**config.mk**
```make
export PLATFORM = sky130hd
export DESIGN_NAME = addsub_serial_ctrl_flat
export DESIGN_NICKNAME = d
export VERILOG_FILES = /design/src/rtl/addsub_serial_ctrl_if.sv /design/src/rtl/addsub_serial_ctrl.sv /design/src/flat_wrapper.sv
export SDC_FILE = /design/constraint.sdc
export NUM_CORES = 1
export LEC_CHECK = 0
export BUFFER_PORTS_ARGS = -buffer_cell sky130_fd_sc_hd__buf_4
export CAP_MARGIN = 20
export CORE_MARGIN = 4
export CORE_UTILIZATION = 49
export DETAILED_ROUTE_END_ITERATION = 7
export MAX_ROUTING_LAYER = met4
export PLACE_DENSITY = 0.76
export SYNTH_ARGS = -nofsm -noshare
export SYNTH_HDL_FRONTEND = slang
export SYNTH_SLANG_ARGS = --single-unit
```
**constraint.sdc**
```tcl
create_clock -name clk -period 1.8 [get_ports clk]
set_clock_uncertainty 0.15 [all_clocks]
set_input_delay 0.09 -clock clk [delete_from_list [all_inputs] [get_ports clk]]
set_output_delay 0.09 -clock clk [all_outputs]
set_load 0.01 [all_outputs]
```
**src/rtl/addsub_serial_ctrl_if.sv**
```systemverilog
// Handshake/bus bundle for addsub_serial_ctrl.
// Valid/ready semantics for both channels: a transfer happens on a rising
// edge where valid and ready are both high. The sender holds its payload
// stable while valid is high; ready may be raised or lowered at any time.
interface addsub_serial_ctrl_if #(
    parameter int WIDTH = 4
);
    logic             start_valid;
    logic             start_ready;
    logic [WIDTH-1:0] A;
    logic [WIDTH-1:0] B;
    logic             sub;
    logic             res_valid;
    logic             res_ready;
    logic [WIDTH-1:0] S;
    logic             C;
    logic             V;
    logic             Z;
    logic             busy;

    // Operand source / result consumer side
    modport master (
        output start_valid, A, B, sub, res_ready,
        input  start_ready, res_valid, S, C, V, Z, busy
    );

    // Controller side
    modport slave (
        input  start_valid, A, B, sub, res_ready,
        output start_ready, res_valid, S, C, V, Z, busy
    );
endinterface

```
**src/rtl/addsub_serial_ctrl.sv**
```systemverilog
// Bit-serial add/subtract controller: one full-adder slice stepped LSB-first
// over WIDTH clocks, with operand and result valid/ready channels.
// Optional macro ADDSUB_SERIAL_FLAGS_EN enables the V (signed overflow) and
// Z (zero) flags; without it both are tied to 0 and their logic is absent.
// dbg_state_o exposes the FSM state for checkers.
module addsub_serial_ctrl #(
    parameter int WIDTH = 4
) (
    input  logic                 clk,
    input  logic                 rst,
    addsub_serial_ctrl_if.slave  bus,
    output logic [1:0]           dbg_state_o
);
    localparam int CW = (WIDTH > 2) ? $clog2(WIDTH) : 1;

    typedef enum logic [1:0] {
        ST_IDLE = 2'd0,
        ST_RUN  = 2'd1,
        ST_DONE = 2'd2
    } state_t;

    state_t           state_q, state_d;
    logic [WIDTH-1:0] a_sh_q, a_sh_d;
    logic [WIDTH-1:0] b_sh_q, b_sh_d;
    logic             carry_q, carry_d;
    logic [CW-1:0]    cnt_q, cnt_d;
    logic [WIDTH-1:0] s_q, s_d;
    logic             c_q, c_d;

    // Full-adder slice on the current LSBs
    logic             sum_bit;
    logic             carry_nx;
    logic [WIDTH-1:0] s_shift;
    logic             last_step;

    assign sum_bit   = a_sh_q[0] ^ b_sh_q[0] ^ carry_q;
    assign carry_nx  = (a_sh_q[0] & b_sh_q[0]) | (a_sh_q[0] & carry_q) | (b_sh_q[0] & carry_q);
    assign s_shift   = {sum_bit, s_q[WIDTH-1:1]};
    assign last_step = (cnt_q == CW'(WIDTH - 1));

`ifdef ADDSUB_SERIAL_FLAGS_EN
    logic v_q, v_d;
    logic z_q, z_d;
    logic c_msb;
    // During the last step carry_q is the carry into the MSB position.
    assign c_msb = carry_q;
`endif

    // Next-state and datapath control
    always_comb begin
        state_d = state_q;
        a_sh_d  = a_sh_q;
        b_sh_d  = b_sh_q;
        carry_d = carry_q;
        cnt_d   = cnt_q;
        s_d     = s_q;
        c_d     = c_q;
`ifdef ADDSUB_SERIAL_FLAGS_EN
        v_d     = v_q;
        z_d     = z_q;
`endif
        case (state_q)
            ST_IDLE: begin
                if (bus.start_valid) begin
                    // Subtract is A + ~B + 1: invert B and seed the carry with 1.
                    a_sh_d  = bus.A;
                    b_sh_d  = bus.sub ? ~bus.B : bus.B;
                    carry_d = bus.sub;
                    cnt_d   = '0;
                    s_d     = '0;
                    state_d = ST_RUN;
                end
            end
            ST_RUN: begin
                s_d     = s_shift;
                carry_d = carry_nx;
                a_sh_d  = {1'b0, a_sh_q[WIDTH-1:1]};
                b_sh_d  = {1'b0, b_sh_q[WIDTH-1:1]};
                cnt_d   = cnt_q + CW'(1);
                if (last_step) begin
                    c_d     = carry_nx;
`ifdef ADDSUB_SERIAL_FLAGS_EN
                    v_d     = c_msb ^ carry_nx;
                    z_d     = (s_shift == '0);
`endif
                    state_d = ST_DONE;
                end
            end
            ST_DONE: begin
                if (bus.res_ready) begin
                    state_d = ST_IDLE;
                end
            end
            default: begin
                state_d = ST_IDLE;
            end
        endcase
    end

    // State and datapath registers; reset aborts any operation in flight
    always_ff @(posedge clk) begin
        if (rst) begin
            state_q <= ST_IDLE;
            a_sh_q  <= '0;
            b_sh_q  <= '0;
            carry_q <= 1'b0;
            cnt_q   <= '0;
            s_q     <= '0;
            c_q     <= 1'b0;
        end else begin
            state_q <= state_d;
            a_sh_q  <= a_sh_d;
            b_sh_q  <= b_sh_d;
            carry_q <= carry_d;
            cnt_q   <= cnt_d;
            s_q     <= s_d;
            c_q     <= c_d;
        end
    end

`ifdef ADDSUB_SERIAL_FLAGS_EN
    // Overflow and zero flag registers
    always_ff @(posedge clk) begin
        if (rst) begin
            v_q <= 1'b0;
            z_q <= 1'b0;
        end else begin
            v_q <= v_d;
            z_q <= z_d;
        end
    end

    assign bus.V = v_q;
    assign bus.Z = z_q;
`else
    assign bus.V = 1'b0;
    assign bus.Z = 1'b0;
`endif

    // Outputs are decoded from registers only
    assign bus.start_ready = (state_q == ST_IDLE);
    assign bus.res_valid   = (state_q == ST_DONE);
    assign bus.busy        = (state_q != ST_IDLE);
    assign bus.S           = s_q;
    assign bus.C           = c_q;
    assign dbg_state_o     = state_q;
endmodule
```
**src/flat_wrapper.sv**
```systemverilog
// flat-port wrapper written by rule: the top's interface ports become plain ports
module addsub_serial_ctrl_flat 
#(
    parameter int WIDTH = 4
)
  (clk, rst, dbg_state_o, bus_start_valid, bus_A, bus_B, bus_sub, bus_res_ready, bus_start_ready, bus_res_valid, bus_S, bus_C, bus_V, bus_Z, bus_busy);
  addsub_serial_ctrl_if #(.WIDTH(WIDTH)) bus_i ();
  input  logic clk;
  input  logic rst;
  output logic [1:0] dbg_state_o;
  input wire logic [$bits(bus_i.start_valid)-1:0] bus_start_valid;
  input wire logic [$bits(bus_i.A)-1:0] bus_A;
  input wire logic [$bits(bus_i.B)-1:0] bus_B;
  input wire logic [$bits(bus_i.sub)-1:0] bus_sub;
  input wire logic [$bits(bus_i.res_ready)-1:0] bus_res_ready;
  output wire logic [$bits(bus_i.start_ready)-1:0] bus_start_ready;
  output wire logic [$bits(bus_i.res_valid)-1:0] bus_res_valid;
  output wire logic [$bits(bus_i.S)-1:0] bus_S;
  output wire logic [$bits(bus_i.C)-1:0] bus_C;
  output wire logic [$bits(bus_i.V)-1:0] bus_V;
  output wire logic [$bits(bus_i.Z)-1:0] bus_Z;
  output wire logic [$bits(bus_i.busy)-1:0] bus_busy;
  assign bus_i.start_valid = bus_start_valid;
  assign bus_i.A = bus_A;
  assign bus_i.B = bus_B;
  assign bus_i.sub = bus_sub;
  assign bus_i.res_ready = bus_res_ready;
  assign bus_start_ready = bus_i.start_ready;
  assign bus_res_valid = bus_i.res_valid;
  assign bus_S = bus_i.S;
  assign bus_C = bus_i.C;
  assign bus_V = bus_i.V;
  assign bus_Z = bus_i.Z;
  assign bus_busy = bus_i.busy;
  addsub_serial_ctrl #(.WIDTH(WIDTH)) u_core (.clk(clk), .rst(rst), .bus(bus_i), .dbg_state_o(dbg_state_o));
endmodule
```
Word level (Yosys, flattened, before mapping)
Index checks and enable logic that the tools add are counted.
Word-level totals
  word-level logic and storage cells: 43
  output and inout bits: 12
  register bits: 18
Operators by class
  equal/unequal tests: 6
  bitwise gates (word level): 8
  add/subtract/negate cells: 1
  mux-type cells: 15
  reduce and logical (&&, ||, !) cells: 6
Operators with widths (count)
  $pmux W4 S2: 3
  $mux W4: 4
  $mux W2: 4
  $pmux W2 S3: 1
  $eq A2 B2 Y1 const B: 2
  $ne A2 B2 Y1 const B: 2
  $not A4 Y4: 1
  $pmux W2 S2: 1
  $reduce_and A2 Y1: 2
  $reduce_bool A2 Y1: 2
  $and A1 B1 Y1: 3
  $reduce_and A3 Y1: 1
  $add A2 B1 Y2 const B: 1
  $eq A2 B1 Y1 const B: 1
  $logic_not A2 Y1: 1
  $ne A2 B1 Y1 const B: 1
  $or A1 B1 Y1: 2
  $pmux W1 S2: 1
  $xor A1 B1 Y1: 2
  $mux W1: 1

Logic depth before layout (Yosys ltp)
Gate-level depths: netlist (run 1).
  depth after elaboration: 4
  gate-level depth with buffers: 4

Worst setup path before layout (run 1)
OpenSTA, ideal clock, no wires.
  path type: register -> register
  from: reg u_core.carry_q
  to: reg u_core.s_q[3] (netlist: u_core.bus.S[3])
  buffers on the path: 0
  cell stages (with the launch flop): 5
  required time: 1.522 ns
  path slack: 0.473 ns
  data arrival time: 1.050 ns
  cell sequence: dfxtp_1 -> inv_1 -> fa_1 -> a2bb2oi_1 -> nor2_1
On the way
  longest elaborated chain between the ends: 2
Ends and longest elaborated chain
  start: declaration: RTL line addsub_serial_ctrl.sv:25  | logic carry_q, carry_d;
  start signal: assignment: RTL line addsub_serial_ctrl.sv:114  | carry_q <= carry_d;
  $xor A1 B1 Y1: RTL line addsub_serial_ctrl.sv:36  | assign sum_bit = a_sh_q[0] ^ b_sh_q[0] ^ carry_q;
  $pmux W4 S2: RTL line addsub_serial_ctrl.sv:62  | case (state_q)
  end signal: assignment: RTL line addsub_serial_ctrl.sv:108  | s_q <= '0;
  end signal: assignment: RTL line addsub_serial_ctrl.sv:116  | s_q <= s_d;
  end: declaration: RTL line addsub_serial_ctrl.sv:27  | logic [WIDTH-1:0] s_q, s_d;
Every way passes these cells.
A chain may end at the register's enable or synchronous reset.

Worst setup path in the final report (run 1)
  from: in bus_sub
  to: reg u_core.b_sh_q[2]
On the way
  longest elaborated chain between the ends: 3
Ends and longest elaborated chain
  start: declaration: RTL line flat_wrapper.sv:14  | input wire logic [$bits(bus_i.sub)-1:0] bus_sub;
  $mux W4: RTL line addsub_serial_ctrl.sv:67  | b_sh_d = bus.sub ? ~bus.B : bus.B;
  $mux W4: RTL line addsub_serial_ctrl.sv:64  | if (bus.start_valid) begin
  $pmux W4 S2: RTL line addsub_serial_ctrl.sv:62
  end signal: assignment: RTL line addsub_serial_ctrl.sv:113  | b_sh_q <= b_sh_d;
  end: declaration: RTL line addsub_serial_ctrl.sv:24  | logic [WIDTH-1:0] b_sh_q, b_sh_d;
Every way passes these cells. The select of a mux whose other input is x is not followed.

==> flow_summary.ini, run 1 <==
[status]
outcome = finished, final reports clean

[final_layout]
final_nets = 144
fillCellCount = 140
final_layout_size_suffix_gt1_share_pct = 27.3
n_antenna_cell = 0
synthToLayoutAreaGrowth_pct = 32.0

[clocking]
insertion_delay_ns = 0.29
cts_root_buffer = clkbuf_4
cts-htree-levels = 1
cts_bufs_inserted = 3
postCtsResizedCells = 0
cts_max_path_buffers = 2
cts_sinks = 18
post_cts_hold_buffer_count = 6
cts.reportedPaths.clkPinSlew_ns = 0.10
cts_tree = yes
cts_setup_buffers = 0

[floorplanning]
floorplan.initialDensity_pct = 54.4
fp.dieArea_mm2 = 0.00251
die-width_um = 50.1
die_h_um = 50.1
row_cnt = 14
ios = 25
coreArea_mm2 = 0.00159

[critical_path]
timing.critical_path.cells = dlygate4sd3_1, buf_4, xnor2_1, dlygate4sd3_1, o22ai_1
worstReg2RegEnd = u_core.bus.S[3]
required_time_of_the_critical_path_ns = 1.84
setup.worst_path.class = in -> reg
critPathSlowestCell = dlygate4sd3_1
critical_path.endpoint_type = flop
setup.worst_path.start = bus_sub
cp_data_arrival_time_ns = 1.56
timing.reg2reg.worst_path_depth = 4
cpMostUsedCell = dlygate4sd3_1
startpoint_type = input pin
critPathCapture = u_core.b_sh_q[2]
rrSetupSlack_ns = 0.41
worst_r2r_startpoint = u_core.carry_q
cp_slowest_stage_delay_ns = 0.57
path_max_fanout = 5

[pwr]
pwr-share-comb_pct = 19.1
leak_pwr_nw = 0.490
intPower_uw = 628
p_sw_uw = 216
power.density_mw_per_mm2 = 737
switching_share_pct = 25.6
max-vdd-ir-drop_mv = 0.642
part_of_the_total_power_dissipated_in_sequential_elements_pct = 51.3
clock_power_share_pct = 29.6

[yosys]
post_synth_most_frequent_cells = dfxtp_1, nor2_1, a22oi_1, inv_1, a21oi_1
synth_area_leaders = dfxtp_1, a22oi_1, nor2_1
number_of_enable_type_register_cells_in_the_synthesized_netlist = 0
sequential_element_share_of_the_synthesized_area_pct = 41.6
synth_top_cell_area_share_pct = 41.6
synth_most_common_cell = dfxtp_1
ys_seq_elements = 18
post_synth_top_area_cell = dfxtp_1
most_frequently_used_flop_master_after_synthesis = dfxtp_1
synth.distinct_cells = 29
synthesis.area_um2 = 867
synthesis.area_per_instance_um2 = 8.67
yosys_warnings = 0
postSynthCellCount = 100
asyncSetResetFlopFracSynth_pct = 0

[routing]
wirelength_um = 1910
routed-via-count = 788
drc_errors = 0
detailed_routing_iteration_count_for_the_pre_antenna_repair_pass = 4
wl_per_cell_um = 12.6
drt_iter0_drc = 18
antenna_violating_nets_post_route = 0
viasPerCell = 5.18

[grt]
globalRouteOverflowTotal = 0
grt_antenna_before_repair = 0
grtUsageTotal_pct = 16.7
grt_first_pass_wirelength_um = 3130
grt_start_max_net_pins = 21
first_global_vias = 726

[sta]
period_needed_ns = 1.52
slew_violations = 0
finalHoldWorstSlack_ns = 0.0189
hold_violations = 0
fmax_mhz = 659
final-setup-viol-count = 0
min_period_over_period_pct = 84.3
setup_tns_after_final_layout_ns = 0
rsz0062_at_grt = no

[flow_run]
maxcap_violations = 0

[placed_design]
port_buffers = 22
post-dp-hpwl_um = 1340
place.gp.congestion = 0.737

[min_path]
hold_path_class = in -> reg
## worst min path at each step
stage / startpoint / endpoint / depth (start not counted)
2_1_floorplan: bus_B[2] / u_core.b_sh_q[2] / 2
3_3_place_gp: bus_B[2] / u_core.b_sh_q[2] / 3
3_5_place_dp: bus_B[2] / u_core.b_sh_q[2] / 3
4_1_cts: bus_sub / u_core.b_sh_q[1] / 3
5_1_grt: bus_A[3] / u_core.a_sh_q[3] / 4
6_report: bus_A[3] / u_core.a_sh_q[3] / 4
## layer usage
metal	vias up	routed length [um]	track usage, %
met5	-	0	-
met2	30	896	27.6
li1	399	-	-
met4	0	10	5.99
met3	2	157	6.63
met1	357	844	17.8
## metrics by stage
stage	setup WS [ns]	std cells	power [mW]	area (um2)	util, %
6_report	0.283	152	0.844	1140	71.8
5_1_grt	0.241	152	0.891	1140	71.8
3_5_place_dp	0.424	141	0.589	1040	65.1
4_1_cts	0.333	151	0.845	1130	71.2
2_1_floorplan	0.473	101	0.540	871	-
3_3_place_gp	0.465	141	0.583	1040	65.1
## cell families (layout without fill, tap and decap cells)
logic type | count (synthesis) | after routing | share of synthesized area [%]
AOI/OAI and AO/OA | 30 | 30 | 25.0
and+or+nand+nor | 24 | 24 | 12.4
buffers and inverters | 19 | 46 | 10.5
DFF | 18 | 18 | 41.6
xor gates and xnor gates | 4 | 4 | 4.04
adders and majority gates | 2 | 2 | 3.75
muxes | 2 | 2 | 2.31
other | 1 | 2 | 0.432
## layout by cell type (no fill, tap or decap), types with 2 or more instances in the layout
master / Yosys / layout
a21oi_1: 8 / 8
a22oi_1: 9 / 9
buf_4: 4 / 26
clkbuf_4: 0 / 3
conb_1: 1 / 2
dfxtp_1: 18 / 18
dlygate4sd3_1: 0 / 7
inv_1: 9 / 9
mux2i_1: 2 / 2
nand2_1: 2 / 2
nor2_1: 16 / 16
o221a_2: 3 / 3
o22ai_1: 4 / 4
xnor2_1: 3 / 3
## layout make-up
cell class	instances	area (um2)	area share [%]
Multi-Input combinational cell	64	419	36.6
Sequential cell	18	360	31.5
Timing Repair Buffer	33	265	23.2
Clock buffer	4	36.3	3.17
Inverter	9	33.8	2.95
Tap cell	24	30.0	2.62
## power groups by stage
| stage | combinational (mW) | sequential (mW) | clock [mW] |
|---|---|---|---|
| after global placement | 0.142 | 0.442 | 0 |
| after floorplan | 0.0987 | 0.441 | 0 |
| after detailed placement | 0.147 | 0.442 | 0 |
| final | 0.161 | 0.433 | 0.250 |
| after global routing | 0.178 | 0.435 | 0.278 |
| after CTS | 0.159 | 0.433 | 0.253 |
## state kept, by name, indices dropped and copies added, names as in the netlist
| name | cells |
|---|---|
| u_core.dbg_state_o | 2 |
| u_core.b_sh_q | 4 |
| u_core.bus.C | 1 |
| u_core.bus.S | 4 |
| u_core.cnt_q | 2 |
| u_core.a_sh_q | 4 |
| u_core.carry_q | 1 |
## critical path, delay by kind of cell
kind                      cells  cell delay (ns)
buffers and inverters         3             1.26
xor gates and xnor gates      1             0.14
AOI/OAI and AO/OA             1             0.06
(Power assumes the default switching activity.)
==> run 2, diff against run 1 <==
Settings changed: CORE_UTILIZATION 49 to 44, PLACE_DENSITY 0.76 to 0.72.
Clock period 1.8 ns to 1.24 ns, I/O delays scaled along.
==> flow_summary.ini, run 2 (synthesized netlist as in run 1, its figures left out) <==
[final_layout]
final_nets = 155
layout_common_cells = buf_4, nor2_1, dfxtp_1
layout.cells.most_common = buf_4
final_layout_size_suffix_gt1_share_pct = 48.2
n_antenna_cell = 0
synthToLayoutAreaGrowth_pct = 55.1
fillCellCount = 137
final_area_mm2 = 0.00135
multi_input_gate_area_in_the_final_layout_um2 = 493
regArea_um2 = 372

[critical_path]
cp_data_arrival_time_ns = 1.42
worst_r2r_startpoint = u_core.carry_q
critical_path.endpoint_type = flop
worstReg2RegEnd = u_core.bus.C
setup.worst_path.start = u_core.carry_q
timing.reg2reg.worst_path_depth = 3
startpoint_type = flop
critPathCapture = u_core.bus.C
rrSetupSlack_ns = -0.14
required_time_of_the_critical_path_ns = 1.28
setup.worst_path.class = reg -> reg
path_max_fanout = 2

[clocking]
cts_bufs_inserted = 3
cts_sinks = 18
cts-htree-levels = 1
cts_root_buffer = clkbuf_4
cts.reportedPaths.clkPinSlew_ns = 0.10
cts_tree = yes
cts_max_path_buffers = 2
insertion_delay_ns = 0.29

[sta]
fmax_mhz = 725
final-setup-viol-count = 8
min_period_over_period_pct = 111
rsz0062_at_grt = yes
setup_slack_of_the_critical_path_after_layout_ns = -0.139
setup_tns_after_final_layout_ns = -0.499
slew_violations = 0
period_needed_ns = 1.38
hold_violations = 0

[grt]
grt_start_max_net_pins = 21
grt_first_pass_wirelength_um = 3480
grtUsageTotal_pct = 17.7
first_global_vias = 784
globalRouteOverflowTotal = 0
grt_antenna_before_repair = 0

[pwr]
power_consumption_mw = 1.28
power.density_mw_per_mm2 = 949
leak_pwr_nw = 0.571
max-vdd-ir-drop_mv = 0.834

[placed_design]
post-dp-hpwl_um = 1370
port_buffers = 22
placed_standard_cell_area_mm2 = 0.00108
place.gp.congestion = 0.752

[floorplanning]
fp.dieArea_mm2 = 0.00274
row_cnt = 15
ios = 25
die_h_um = 52.4
die-width_um = 52.4
floorplan.initialDensity_pct = 48.1
coreArea_mm2 = 0.00180

[routing]
detailed_routing_iteration_count_for_the_pre_antenna_repair_pass = 4
wirelength_um = 2180
drt_iter0_drc = 19
viasPerCell = 5.10
drc_errors = 0
wl_per_cell_um = 13.3
routed-via-count = 836
antenna_violating_nets_post_route = 0

[min_path]
hold_path_class = in -> reg

[status]
outcome = finished with violations
violations = setup timing

[flow_run]
maxcap_violations = 0
run 2: cell types whose count changed in the layout (fill, tap and decap cells not counted), moves of 2 or more:
cell,before,now
dfxtp_4,0,2
dfxtp_2,0,3
inv_2,0,2
buf_4,26,29
a22oi_1,9,1
buf_6,0,9
a22oi_2,0,8
inv_1,9,7
dfxtp_1,18,13
run 2: report_power, final:
part	internal (mW)	total, mW	switching (mW)
registers	0.609	0.637	0.0277
clock network	0.179	0.351	0.172
logic	0.161	0.289	0.128
run 2: per-stage QoR:
stage | cells | hold WS, ns | setup WS, ns | util, %
4_1_cts | 160 | 0.00000874 | -0.117 | 69.8
5_1_grt | 164 | 0.0431 | -0.160 | 74.7
6_report | 164 | 0.0109 | -0.139 | 74.7
3_5_place_dp | 147 | 0.184 | -0.111 | 59.9
3_3_place_gp | 147 | 0.175 | -0.0793 | 59.9
2_1_floorplan | 101 | 0.0754 | -0.0802 | -
run 2: layout make-up:
cell class / instances / area share, %
clock buffers: 4 / 2.70
inverters: 9 / 2.51
multi-input cells: 64 / 36.7
flip-flops and latches: 18 / 27.6
well taps: 25 / 2.33
repair buffers: 44 / 28.2
run 2: worst min-delay path by stage:
stage / start / to / slack [ns] / depth (start not counted)
after floorplan: bus_B[2] / u_core.b_sh_q[2] / 0.08 / 2
after global placement: bus_B[2] / u_core.b_sh_q[2] / 0.17 / 3
after detailed placement: bus_B[2] / u_core.b_sh_q[2] / 0.18 / 3
after CTS: bus_start_valid / u_core.dbg_state_o[0] / 0.000009 / 3
after global routing: bus_start_valid / u_core.b_sh_q[3] / 0.04 / 3
final: bus_A[3] / u_core.a_sh_q[3] / 0.01 / 4
run 2: metal layers:
layer / vias up / global-route usage [%] / wire length, um
li1: 418 / - / -
met1: 389 / 21.3 / 891
met2: 23 / 28.5 / 1140
met3: 6 / 3.42 / 112
met4: 0 / 7.66 / 43
met5: - / - / 0
run 2: what timing repair did:
item	in CTS	in global routing
cloned	0	1
hold buffers	6	0
buffers inserted	3	4
gates resized for setup	18	16
hold endpoints to repair	14	0
pin swaps	2	1
endpoints found under the setup margin	13	17
run 2: worst max-delay path, stage by stage, from the launching register on:
cell and delay [ns]:
dfxtp_2 0.34, inv_2 0.04, fa_1 0.46, a311oi_1 0.30
==> run 3, diff against run 2 <==
Settings changed: RECOVER_POWER set to 50.
==> flow_summary.ini, run 3 (synthesized netlist as in run 1, its figures left out) <==
[min_path]
worst_hold_startpoint = bus_A[3]
hold_path_class = in -> reg
min_delay_worst_endpoint = u_core.a_sh_q[3]
hold_crit_depth = 4

[critical_path]
cp_slowest_stage_delay_ns = 0.45
timing.critical_path.cells = inv_2, fa_1, a311oi_1
startpoint_type = flop
critPathSlowestCell = fa_1
rrSetupSlack_ns = -0.14
worst_r2r_startpoint = u_core.carry_q
path_max_fanout = 2
cp_data_arrival_time_ns = 1.42
timing.reg2reg.worst_path_depth = 3
critical_path.endpoint_type = flop
setup.worst_path.class = reg -> reg
worstReg2RegEnd = u_core.bus.C
required_time_of_the_critical_path_ns = 1.28

[clocking]
cts_root_buffer = clkbuf_4
cts.reportedPaths.clkPinSlew_ns = 0.10
cts_sinks = 18
cts_max_path_buffers = 2
cts_tree = yes
cts_bufs_inserted = 3
cts-htree-levels = 1
insertion_delay_ns = 0.29

[routing]
drt_iter0_drc = 19
viasPerCell = 5.13
wirelength_um = 2190
routed-via-count = 842
antenna_violating_nets_post_route = 0
wl_per_cell_um = 13.4
detailed_routing_iteration_count_for_the_pre_antenna_repair_pass = 5
drc_errors = 0

[sta]
period_needed_ns = 1.38
setup_slack_of_the_critical_path_after_layout_ns = -0.141
slew_violations = 0
hold_violations = 0
rsz0062_at_grt = yes
min_period_over_period_pct = 111
setup_tns_after_final_layout_ns = -0.503
final-setup-viol-count = 8
fmax_mhz = 724

[grt]
grt_start_max_net_pins = 21
grt_antenna_before_repair = 0
grt_first_pass_wirelength_um = 3480
first_global_vias = 784
grtUsageTotal_pct = 17.7
globalRouteOverflowTotal = 0

[floorplanning]
coreArea_mm2 = 0.00180
die-width_um = 52.4
row_cnt = 15
die_h_um = 52.4
fp.dieArea_mm2 = 0.00274
ios = 25
floorplan.initialDensity_pct = 48.1

[pwr]
power_consumption_mw = 1.27
max-vdd-ir-drop_mv = 0.835
power.density_mw_per_mm2 = 960
leak_pwr_nw = 0.550

[placed_design]
placed_standard_cell_area_mm2 = 0.00108
port_buffers = 22
dpl_worst_slack_ns = -0.111
post-dp-hpwl_um = 1370
place.gp.congestion = 0.752

[final_layout]
fillCellCount = 147
final_layout_size_suffix_gt1_share_pct = 44.6
n_antenna_cell = 0
final_nets = 155
synthToLayoutAreaGrowth_pct = 53.0
final_area_mm2 = 0.00133
layout_common_cells = buf_4, nor2_1, dfxtp_1
layout.cells.most_common = buf_4

[flow_run]
maxcap_violations = 0

[status]
violations = setup timing
outcome = finished with violations
==> run 3: cell type report <==
class	count	area [um2]	share of cell area (%)
clock buffer	4	36.3	2.74
multi-input combinational	64	493	37.2
inverter	9	33.8	2.55
timing repair buffer	44	360	27.2
sequential	18	372	28.0
tap	25	31.3	2.36
==> run 3: metal layers <==
| layer | global-route usage [%] | vias to the layer above | share of wire [%] |
|---|---|---|---|
| li1 | - | 419 | - |
| met1 | 21.3 | 388 | 41 |
| met2 | 28.5 | 29 | 52 |
| met3 | 3.42 | 6 | 5.4 |
| met4 | 7.66 | 0 | 2.0 |
| met5 | - | - | 0 |
==> run 3: critical path, delay by kind of cell, from the launching register on <==
family,cells,cell delay [ns]
fa+ha+maj,1,0.45
flops,1,0.34
compound gates,1,0.30
buf+inv,1,0.04
==> run 3: per-stage QoR <==
step / utilization (%) / cells / hold WS (ns)
after floorplan: - / 101 / 0.0754
after global placement: 59.9 / 147 / 0.175
after detailed placement: 59.9 / 147 / 0.184
after CTS: 69.8 / 160 / 0.00000874
after global routing: 73.6 / 164 / 0.0431
final: 73.6 / 164 / 0.0107
==> run 3: power breakdown <==
part,internal (mW),total (mW),switching [mW]
clock,0.179,0.351,0.172
combinational,0.158,0.286,0.128
sequential,0.609,0.637,0.0278
total,0.946,1.27,0.328
==> run 3: how the worst max path moves through the flow <==
stage	slack (ns)	cells after the start	endpoint	startpoint
after global placement	-0.08	4	u_core.bus.S[3]	u_core.carry_q
final	-0.14	3	u_core.bus.C	u_core.carry_q
after detailed placement	-0.11	4	u_core.bus.S[3]	u_core.b_sh_q[0]
after global routing	-0.16	3	u_core.bus.C	u_core.carry_q
after CTS	-0.12	4	u_core.bus.S[3]	u_core.carry_q
after floorplan	-0.08	4	u_core.bus.S[3]	u_core.carry_q
==> run 3: what timing repair did <==
item,in CTS,in global routing
pin swaps,2,1
gates resized for setup,18,16
hold endpoints to repair,14,0
hold buffers,6,0
setup endpoints to repair,13,17
cloned,0,1
buffers inserted,3,4
